==> config.mk <==
export PLATFORM = sky130hd
export DESIGN_NAME = brick_mem_ctrl
export DESIGN_NICKNAME = d
export VERILOG_FILES = /design/src/rtl/brick_mem_ctrl_pkg.sv /design/src/rtl/brick_mem_ctrl_init_counter.sv /design/src/rtl/brick_mem_ctrl.sv
export SDC_FILE = /design/constraint.sdc
export NUM_CORES = 1
export LEC_CHECK = 0
export CAP_MARGIN = 20
export CORE_MARGIN = 5
export CORE_UTILIZATION = 30
export DETAILED_ROUTE_END_ITERATION = 16
export PLACE_DENSITY = 0.54
export SLEW_MARGIN = 10
export SYNTH_ARGS = -nofsm -noshare
export SYNTH_HDL_FRONTEND = slang
export SYNTH_HIERARCHICAL = 1
export SYNTH_SLANG_ARGS = --single-unit
export TNS_END_PERCENT = 100
==> constraint.sdc <==
create_clock -name clk -period 3.3 [get_ports clk]
set_input_delay 0.99 -clock clk [delete_from_list [all_inputs] [get_ports clk]]
set_output_delay 0.99 -clock clk [all_outputs]
set_load 0.01 [all_outputs]
==> src/rtl/brick_mem_ctrl_pkg.sv <==
// Shared constants, state encodings and the registered memory command type
// for the brick health RAM controller.
package brick_mem_ctrl_pkg;

    localparam int COORD_W  = 10;
    localparam int HEALTH_W = 2;

    localparam int                  DEF_BRICK_COLS  = 16;
    localparam int                  DEF_BRICK_ROWS  = 8;
    localparam logic [HEALTH_W-1:0] DEF_INIT_HEALTH = 2'd3;

    localparam logic [2:0] ST_IDLE      = 3'd0;
    localparam logic [2:0] ST_INIT_WR   = 3'd1;
    localparam logic [2:0] ST_HIT_RD    = 3'd2;
    localparam logic [2:0] ST_HIT_WAIT  = 3'd3;
    localparam logic [2:0] ST_HIT_WR    = 3'd4;
    localparam logic [2:0] ST_DRAW_RD   = 3'd5;
    localparam logic [2:0] ST_DRAW_WAIT = 3'd6;

    typedef struct packed {
        logic [COORD_W-1:0]  x;
        logic [COORD_W-1:0]  y;
        logic                wren;
        logic [HEALTH_W-1:0] health;
    } mem_cmd_t;

    function automatic logic in_grid(input logic [COORD_W-1:0] x,
                                     input logic [COORD_W-1:0] y,
                                     input int cols, input int rows);
        return (int'(x) < cols) && (int'(y) < rows);
    endfunction

endpackage

==> src/rtl/brick_mem_ctrl_init_counter.sv <==
// Row-major raster counter used to walk every brick during a level fill.
module brick_init_counter
    import brick_mem_ctrl_pkg::*;
#(
    parameter int BRICK_COLS = DEF_BRICK_COLS,
    parameter int BRICK_ROWS = DEF_BRICK_ROWS
) (
    input  logic               clk,
    input  logic               reset,
    input  logic               clr,
    input  logic               en,
    output logic [COORD_W-1:0] cx,
    output logic [COORD_W-1:0] cy,
    output logic               last
);

    logic [COORD_W-1:0] cx_q, cx_d;
    logic [COORD_W-1:0] cy_q, cy_d;
    logic               x_wrap;

    always_comb begin
        x_wrap = (cx_q == COORD_W'(BRICK_COLS - 1));
        last   = x_wrap && (cy_q == COORD_W'(BRICK_ROWS - 1));
        cx_d   = cx_q;
        cy_d   = cy_q;
        if (clr) begin
            cx_d = '0;
            cy_d = '0;
        end else if (en) begin
            if (x_wrap) begin
                cx_d = '0;
                cy_d = last ? '0 : cy_q + 1'b1;
            end else begin
                cx_d = cx_q + 1'b1;
            end
        end
    end

    always_ff @(posedge clk) begin
        if (reset) begin
            cx_q <= '0;
            cy_q <= '0;
        end else begin
            cx_q <= cx_d;
            cy_q <= cy_d;
        end
    end

    assign cx = cx_q;
    assign cy = cy_q;

endmodule

==> src/rtl/brick_mem_ctrl.sv <==
// Arbiter/sequencer owning the single port of brick_memory: level fill,
// collision read-modify-write decrement and renderer reads.
module brick_mem_ctrl
    import brick_mem_ctrl_pkg::*;
#(
    parameter int                  BRICK_COLS  = DEF_BRICK_COLS,
    parameter int                  BRICK_ROWS  = DEF_BRICK_ROWS,
    parameter logic [HEALTH_W-1:0] INIT_HEALTH = DEF_INIT_HEALTH
) (
    input  logic                clk,
    input  logic                reset,
    input  logic                init_start,
    output logic                init_busy,
    input  logic                hit_req,
    input  logic [COORD_W-1:0]  hit_x,
    input  logic [COORD_W-1:0]  hit_y,
    output logic                hit_ack,
    output logic                hit_was_brick,
    output logic                hit_destroyed,
    input  logic                draw_req,
    input  logic [COORD_W-1:0]  draw_x,
    input  logic [COORD_W-1:0]  draw_y,
    output logic                draw_ack,
    output logic [HEALTH_W-1:0] draw_health,
    output logic [COORD_W-1:0]  mem_x,
    output logic [COORD_W-1:0]  mem_y,
    output logic                mem_wren,
    output logic [HEALTH_W-1:0] mem_health_in,
    input  logic [HEALTH_W-1:0] mem_health
);

    logic [2:0]         state_q, state_d;
    logic               init_pend_q, init_pend_d;
    logic               init_busy_q, init_busy_d;
    mem_cmd_t           mem_q, mem_d;
    logic               was_brick_q, was_brick_d;
    logic               destroyed_q, destroyed_d;
    logic               draw_oor_q, draw_oor_d;
    logic               cnt_clr, cnt_en, cnt_last;
    logic [COORD_W-1:0] cnt_x, cnt_y;

    brick_init_counter #(
        .BRICK_COLS (BRICK_COLS),
        .BRICK_ROWS (BRICK_ROWS)
    ) u_init_cnt (
        .clk   (clk),
        .reset (reset),
        .clr   (cnt_clr),
        .en    (cnt_en),
        .cx    (cnt_x),
        .cy    (cnt_y),
        .last  (cnt_last)
    );

    always_comb begin
        state_d     = state_q;
        init_pend_d = init_pend_q | init_start;
        // Busy covers the pending wait, the fill and the final write still on the bus.
        init_busy_d = init_start | init_pend_q | (state_q == ST_INIT_WR);
        mem_d       = mem_q;
        mem_d.wren  = 1'b0;
        was_brick_d = was_brick_q;
        destroyed_d = destroyed_q;
        draw_oor_d  = draw_oor_q;
        cnt_clr     = 1'b0;
        cnt_en      = 1'b0;

        case (state_q)
            ST_IDLE: begin
                if (init_pend_q) begin
                    state_d     = ST_INIT_WR;
                    init_pend_d = init_start;
                    cnt_clr     = 1'b1;
                end else if (hit_req) begin
                    if (in_grid(hit_x, hit_y, BRICK_COLS, BRICK_ROWS)) begin
                        state_d = ST_HIT_RD;
                        mem_d.x = hit_x;
                        mem_d.y = hit_y;
                    end else begin
                        // Off-grid hits skip the RAM and ack straight away as a miss.
                        state_d     = ST_HIT_WR;
                        was_brick_d = 1'b0;
                        destroyed_d = 1'b0;
                    end
                end else if (draw_req) begin
                    draw_oor_d = !in_grid(draw_x, draw_y, BRICK_COLS, BRICK_ROWS);
                    if (in_grid(draw_x, draw_y, BRICK_COLS, BRICK_ROWS)) begin
                        state_d = ST_DRAW_RD;
                        mem_d.x = draw_x;
                        mem_d.y = draw_y;
                    end else begin
                        state_d = ST_DRAW_WAIT;
                    end
                end
            end
            ST_INIT_WR: begin
                mem_d.x      = cnt_x;
                mem_d.y      = cnt_y;
                mem_d.wren   = 1'b1;
                mem_d.health = INIT_HEALTH;
                cnt_en       = 1'b1;
                if (cnt_last) begin
                    state_d = ST_IDLE;
                end
            end
            ST_HIT_RD: begin
                state_d = ST_HIT_WAIT;
            end
            ST_HIT_WAIT: begin
                was_brick_d = (mem_health != '0);
                destroyed_d = (mem_health == HEALTH_W'(1));
                if (mem_health != '0) begin
                    mem_d.wren   = 1'b1;
                    mem_d.health = mem_health - 1'b1;
                end
                state_d = ST_HIT_WR;
            end
            ST_HIT_WR: begin
                state_d = ST_IDLE;
            end
            ST_DRAW_RD: begin
                state_d = ST_DRAW_WAIT;
            end
            ST_DRAW_WAIT: begin
                state_d = ST_IDLE;
            end
            default: begin
                state_d = ST_IDLE;
            end
        endcase
    end

    always_ff @(posedge clk) begin
        if (reset) begin
            state_q     <= ST_IDLE;
            init_pend_q <= 1'b0;
            init_busy_q <= 1'b0;
            mem_q       <= '0;
            was_brick_q <= 1'b0;
            destroyed_q <= 1'b0;
            draw_oor_q  <= 1'b0;
        end else begin
            state_q     <= state_d;
            init_pend_q <= init_pend_d;
            init_busy_q <= init_busy_d;
            mem_q       <= mem_d;
            was_brick_q <= was_brick_d;
            destroyed_q <= destroyed_d;
            draw_oor_q  <= draw_oor_d;
        end
    end

    assign init_busy     = init_busy_q;
    assign hit_ack       = (state_q == ST_HIT_WR);
    assign hit_was_brick = was_brick_q;
    assign hit_destroyed = destroyed_q;
    assign draw_ack      = (state_q == ST_DRAW_WAIT);
    assign draw_health   = (draw_ack && !draw_oor_q) ? mem_health : '0;
    assign mem_x         = mem_q.x;
    assign mem_y         = mem_q.y;
    assign mem_wren      = mem_q.wren;
    assign mem_health_in = mem_q.health;

endmodule

==> results.yml, run 1 <==
logic_synthesis:
  synth_top_family_by_area: "simple AND/OR/NAND/NOR gates"
  postSynthCellCount: 304
  synthAdderAreaFrac_pct: 0.9921
  ys_seq_area_share_pct: 40.48
  synth-seq-cells: 51
  synth.distinct_cells: 46
  synth-edff-count: 0
  syn_nets: 353
  synth_ff_type: "dfxtp_1"
  synth_area_um2: 2522
  synth_mux_area_share_pct: 3.175
  yosys.area_share.simple_pct: 27.08
  yosysWarningCount: 6
  synth_compound_area_share_pct: 19.30
  synthXorXnorAreaFrac_pct: 4.167
  async_reset_ff_share_pct: 0
  synth.avg_cell_area_um2: 8.297
clock_network:
  postCtsSetupRepairBufs: 0
  clk_latency_ns: 0.31
  clock_path_buffers: 2
  clk_pin_slew_ns: 0.10
  cts_resized: 0
  cts_buffers: 5
  hold_buffers: 0
  cts_tree: "yes"
  h-tree-depth: 2
  cts_root_buffer: "clkbuf_8"
  cts.sinks: 51
sta:
  fmax_ghz: 0.3215
  skew_ns: 0.01288
  worst_slew_pin_slew_ns: 0.9543
  hold_viol_final: 0
  timing.hold.ws_ns: 0.4791
  fin_crit_ns: 3.110
  final.setup.tns_ns: 0
  maxSlewViolCount: 0
  finalCritPeriodShare_pct: 94.26
  rsz0062_at_grt: "false"
  setup_viol: 0
  relSlewSlack_pct: 36.14
  setup_ws_ns: 0.1896
die:
  die_w_um: 101.7
  die_area_um2: 10340
  io_pins: 77
  std_cell_rows: 33
  start_util_pct: 30.70
  core_um2: 8217
  fp.dieH_um: 101.7
layout:
  final_cell_mix: "clkdlybuf4s50_1 (76), dfxtp_1 (51), a21oi_1 (36), nor2_1 (32), nand2_1 (29)"
  num_antenna_cells: 0
  ff_latch_area_um2: 1021
  syn2layout_area_growth_pct: 38.19
  nNetsFinal: 427
  multi_input_area_um2: 1386
  num-fill-cells: 818
  drive_gt1_share_pct: 6.596
  mostFrequentLayoutCell: "clkdlybuf4s50_1"
global_routing:
  grt_pass1_wl_mm: 11.02
  grt_overflow: 0
  antenna_found_initial: 0
  grt_pass1_vias: 2306
  grt_max_degree: 34
  grtUsageTotal_pct: 13.13
placement:
  gp_congestion: 0.7721
  dpl.hpwl_mm: 5.148
  io_buffers: 76
  post-place-ws_ns: 0.1876
critical_path:
  critPathKind: "primary input to output pin"
  slowest_stage: "clkdlybuf4s50_1"
  slowest_delay_ns: 0.53
  path_cells: "clkdlybuf4s50_1, and2_1, clkdlybuf4s50_1"
  path_common_cell: "clkdlybuf4s50_1"
  critPathLaunchType: "primary input"
  path_buf_inv: 2
  crit_arrival_ns: 2.12
  crit_family: "buffers and inverters"
  path_max_fanout: 2
  required_ns: 2.31
  end_kind: "output pin"
  rrSetupSlack_ns: 0.85
power_and_ir_drop:
  vdd_ir_drop_max_uv: 177.2
  totalPowerFinal_mw: 1.639
  leakage_nw: 1.189
  power_density_nw_per_um2: 470.1
route:
  via_per_inst: 5.107
  first_pass_iters: 4
  wl_per_cell_um: 14.42
  drt_iter0_drc: 85
  vias: 2472
  drt_wl_total_mm: 6.977
  drc: 0
  ant_nets: 0
hold_path:
  hold_class: "register to register"
outcome:
  outcome: "complete, no violations"
run:
  maxCapViolCount: 0
==> power by group <==
group | switching [mW] | internal [mW] | leakage (nW)
combinational | 0.263 | 0.214 | 0.721
clock | 0.224 | 0.229 | 0.0548
sequential | 0.0521 | 0.657 | 0.413
total | 0.539 | 1.10 | 1.19
==> stage by stage <==
step                      util [%]  instances  area, um2
after global placement       41.02        476       3371
after CTS                    42.42        484       3486
after detailed placement     41.02        476       3371
after floorplan                  -        304       2522
after global routing         42.42        484       3486
final                        42.42        484       3486
==> synth_stat cells (5+ instances only) <==
master | number | area share [%]
a21oi_1 | 36 | 7.1
nor4_1 | 6 | 1.5
nand3_1 | 10 | 2.0
mux2i_1 | 8 | 3.2
inv_1 | 5 | 0.74
nor3_1 | 9 | 1.8
nor2_1 | 32 | 4.8
buf_6 | 5 | 2.2
nand2_1 | 29 | 4.3
xor2_1 | 10 | 3.5
dfxtp_1 | 51 | 40
or4_1 | 5 | 1.5
o31ai_1 | 5 | 1.5
clkbuf_1 | 7 | 1.0
or3_1 | 9 | 2.2
o21ai_1 | 21 | 4.2
nand4_1 | 6 | 1.5
a31oi_1 | 5 | 1.2
==> area by class of cell <==
cell class                      count  area share, %
Clock buffer                        5          1.974
Clock inverter                      3          1.328
Inverter                            5         0.5384
Multi-Input combinational cell    232          39.77
Sequential cell                    51          29.29
Tap cell                          105          3.769
Timing Repair Buffer               83          23.33
==> path summary, 6_finish.rpt <==
check	to	cells past startpoint	startpoint
max reg2reg	u_init_cnt/cy[6]	5	state_q[0]
max	draw_health[0]	3	mem_health[0]
min	hit_destroyed	2	hit_destroyed
min reg2reg	hit_destroyed	2	hit_destroyed
==> cell families (layout without fill, tap and decap cells) <==
kind of cell,count (synthesis),after routing
mux,8,8
fa+ha+maj,2,2
flops,51,51
buf+inv,21,96
compound gates,83,83
xor+xnor,12,12
simple gates,127,127
==> state kept, by name, indices dropped and copies added, names as in the netlist <==
register / count
mem_x: 10
mem_y: 10
u_init_cnt/cx: 10
u_init_cnt/cy: 10
state_q: 3
mem_health_in: 2
draw_oor_q: 1
hit_destroyed: 1
hit_was_brick: 1
init_busy: 1
init_pend_q: 1
mem_wren: 1
==> per-layer routing <==
| metal | share of wire [%] | vias up | GRT usage, % | wire (um) |
|---|---|---|---|---|
| li1 | - | 1255 | - | - |
| met1 | 45 | 1142 | 17.20 | 3121 |
| met2 | 47 | 71 | 21.93 | 3248 |
| met3 | 8.2 | 4 | 3.237 | 574 |
| met4 | 0.44 | 0 | 2.761 | 31 |
| met5 | 0 | - | 0 | 0 |
==> worst reg2reg max path, delay by kind of cell, from the launching register on <==
| family | cells | cell delay, ns |
|---|---|---|
| flip-flops | 1 | 0.58 |
| AO/OA/AOI/OAI | 1 | 0.15 |
| AND/OR/NAND/NOR | 4 | 1.64 |
Note: power is estimated with default switching activity, not from simulation.
==> run 2: changes to the inputs <==
- CORE_ASPECT_RATIO: unset -> 0.8
- REMOVE_ABC_BUFFERS: unset -> 1
==> run 2 against run 1 <==
Compared with the run above: sequential cell count did not move; non-clock buffer count rose by 2; first-iteration DRC count fell by 12%; final area rose by 0.18%; highest routed layer unchanged.
==> results.yml, run 2 (synthesis gave the netlist of run 1 again) <==
route:
  vias: 2421
  drc: 0
  first_pass_iters: 4
  ant_nets: 0
  wl_per_cell_um: 14.04
  drt_wl_total_mm: 6.850
  drt_iter0_drc: 75
  via_per_inst: 4.961
critical_path:
  slowest_stage: "clkdlybuf4s50_1"
  critPathKind: "primary input to output pin"
  path_cells: "clkdlybuf4s50_1, and2_1, clkdlybuf4s50_1"
  slowest_delay_ns: 0.53
  crit_arrival_ns: 2.12
  path_max_fanout: 2
  path_common_cell: "clkdlybuf4s50_1"
  end_kind: "output pin"
  cp.depth: 3
  path_buf_inv: 2
  required_ns: 2.31
  critPathLaunchType: "primary input"
  rr_worst_depth: 6
  crit_family: "buffers and inverters"
outcome:
  outcome: "complete, no violations"
sta:
  timing.hold.ws_ns: 0.4838
  relSlewSlack_pct: 46.96
  skew_ns: 0.005822
  rsz0062_at_grt: "false"
  maxSlewViolCount: 0
  worst_slew_pin_slew_ns: 0.7927
  hold_viol_final: 0
  final.setup.tns_ns: 0
  fmax_ghz: 0.3214
  fin_crit_ns: 3.111
  finalCritPeriodShare_pct: 94.29
  setup_viol: 0
placement:
  gp_congestion: 0.7724
  placed_cell_area_um2: 3390
  dpl.hpwl_mm: 5.037
  io_buffers: 76
layout:
  fin_area_um2: 3492
  drive_gt1_share_pct: 6.579
  syn2layout_area_growth_pct: 38.44
  mostFrequentLayoutCell: "clkdlybuf4s50_1"
  nNetsFinal: 429
  num_antenna_cells: 0
  utilization_pct: 43.35
  final_cell_mix: "clkdlybuf4s50_1 (76), dfxtp_1 (51), a21oi_1 (36), nor2_1 (32), nand2_1 (29)"
clock_network:
  cts_tree: "yes"
  cts_resized: 0
  cts.sinks: 51
  clock_path_buffers: 2
  cts_root_buffer: "clkbuf_8"
  postCtsSetupRepairBufs: 0
  hold_buffers: 0
  h-tree-depth: 2
  clk_pin_slew_ns: 0.09
  clk_latency_ns: 0.30
  cts_buffers: 5
global_routing:
  grt_pass1_wl_mm: 11.37
  grtUsageTotal_pct: 13.15
  grt_pass1_vias: 2324
  grt_overflow: 0
  grt_max_degree: 34
  antenna_found_initial: 0
die:
  core_um2: 8055
  start_util_pct: 31.31
  die_area_um2: 10350
  std_cell_rows: 29
  die_w_um: 112.5
  io_pins: 77
  fp.dieH_um: 92.02
power_and_ir_drop:
  totalPowerFinal_mw: 1.619
  power_density_nw_per_um2: 463.5
  vdd_ir_drop_max_uv: 181.8
  leakage_nw: 1.195
run:
  maxCapViolCount: 0
hold_path:
  hold_class: "register to register"
  min_path_cells: 2
==> run 2: routing by layer <==
layer  up-vias  part of all wire, %  global-route usage, %
li1       1253                    -                      -
met1      1093                   52                  19.08
met2        70                   40                  19.15
met3         5                  7.3                  3.750
met4         0                 0.53                  3.303
met5         -                    0                      0
==> run 2: final cells by class <==
class                   instances  area (um2)
fillers                       834        4563
clock buffers                   6       72.57
well taps                     108       135.1
repair buffers                 85       828.3
inverters                       5       18.77
clock inverters                 1       30.03
multi-input cells             232        1386
flip-flops and latches         51        1021
==> run 2: worst paths after layout <==
kind / slack, ns / endpoint / startpoint
max: 0.19 / draw_health[1] / mem_health[1]
min: 0.48 / mem_y[4] / mem_y[4]
max reg2reg: 1.00 / u_init_cnt/cy[9] / state_q[0]
min reg2reg: 0.48 / mem_y[4] / mem_y[4]
==> run 2: through the flow <==
step | setup WS, ns | std cells
after floorplan | 0.3093 | 288
after global placement | 0.2060 | 481
after CTS | 0.1840 | 488
after global routing | 0.1412 | 488
after detailed placement | 0.1898 | 481
final | 0.1886 | 488
==> run 2: power by group <==
part	internal [mW]	leakage (nW)	switching (mW)
Combinational	0.218	0.731	0.278
Clock	0.223	0.0513	0.202
Sequential	0.657	0.413	0.0404
Total	1.10	1.20	0.521
==> run 2: worst register-to-register path, delay by kind of cell, from the launching register on <==
kind / cells / cell delay [ns]
simple gates: 4 / 1.28
flops: 1 / 0.59
buf+inv: 1 / 0.23
compound gates: 1 / 0.15
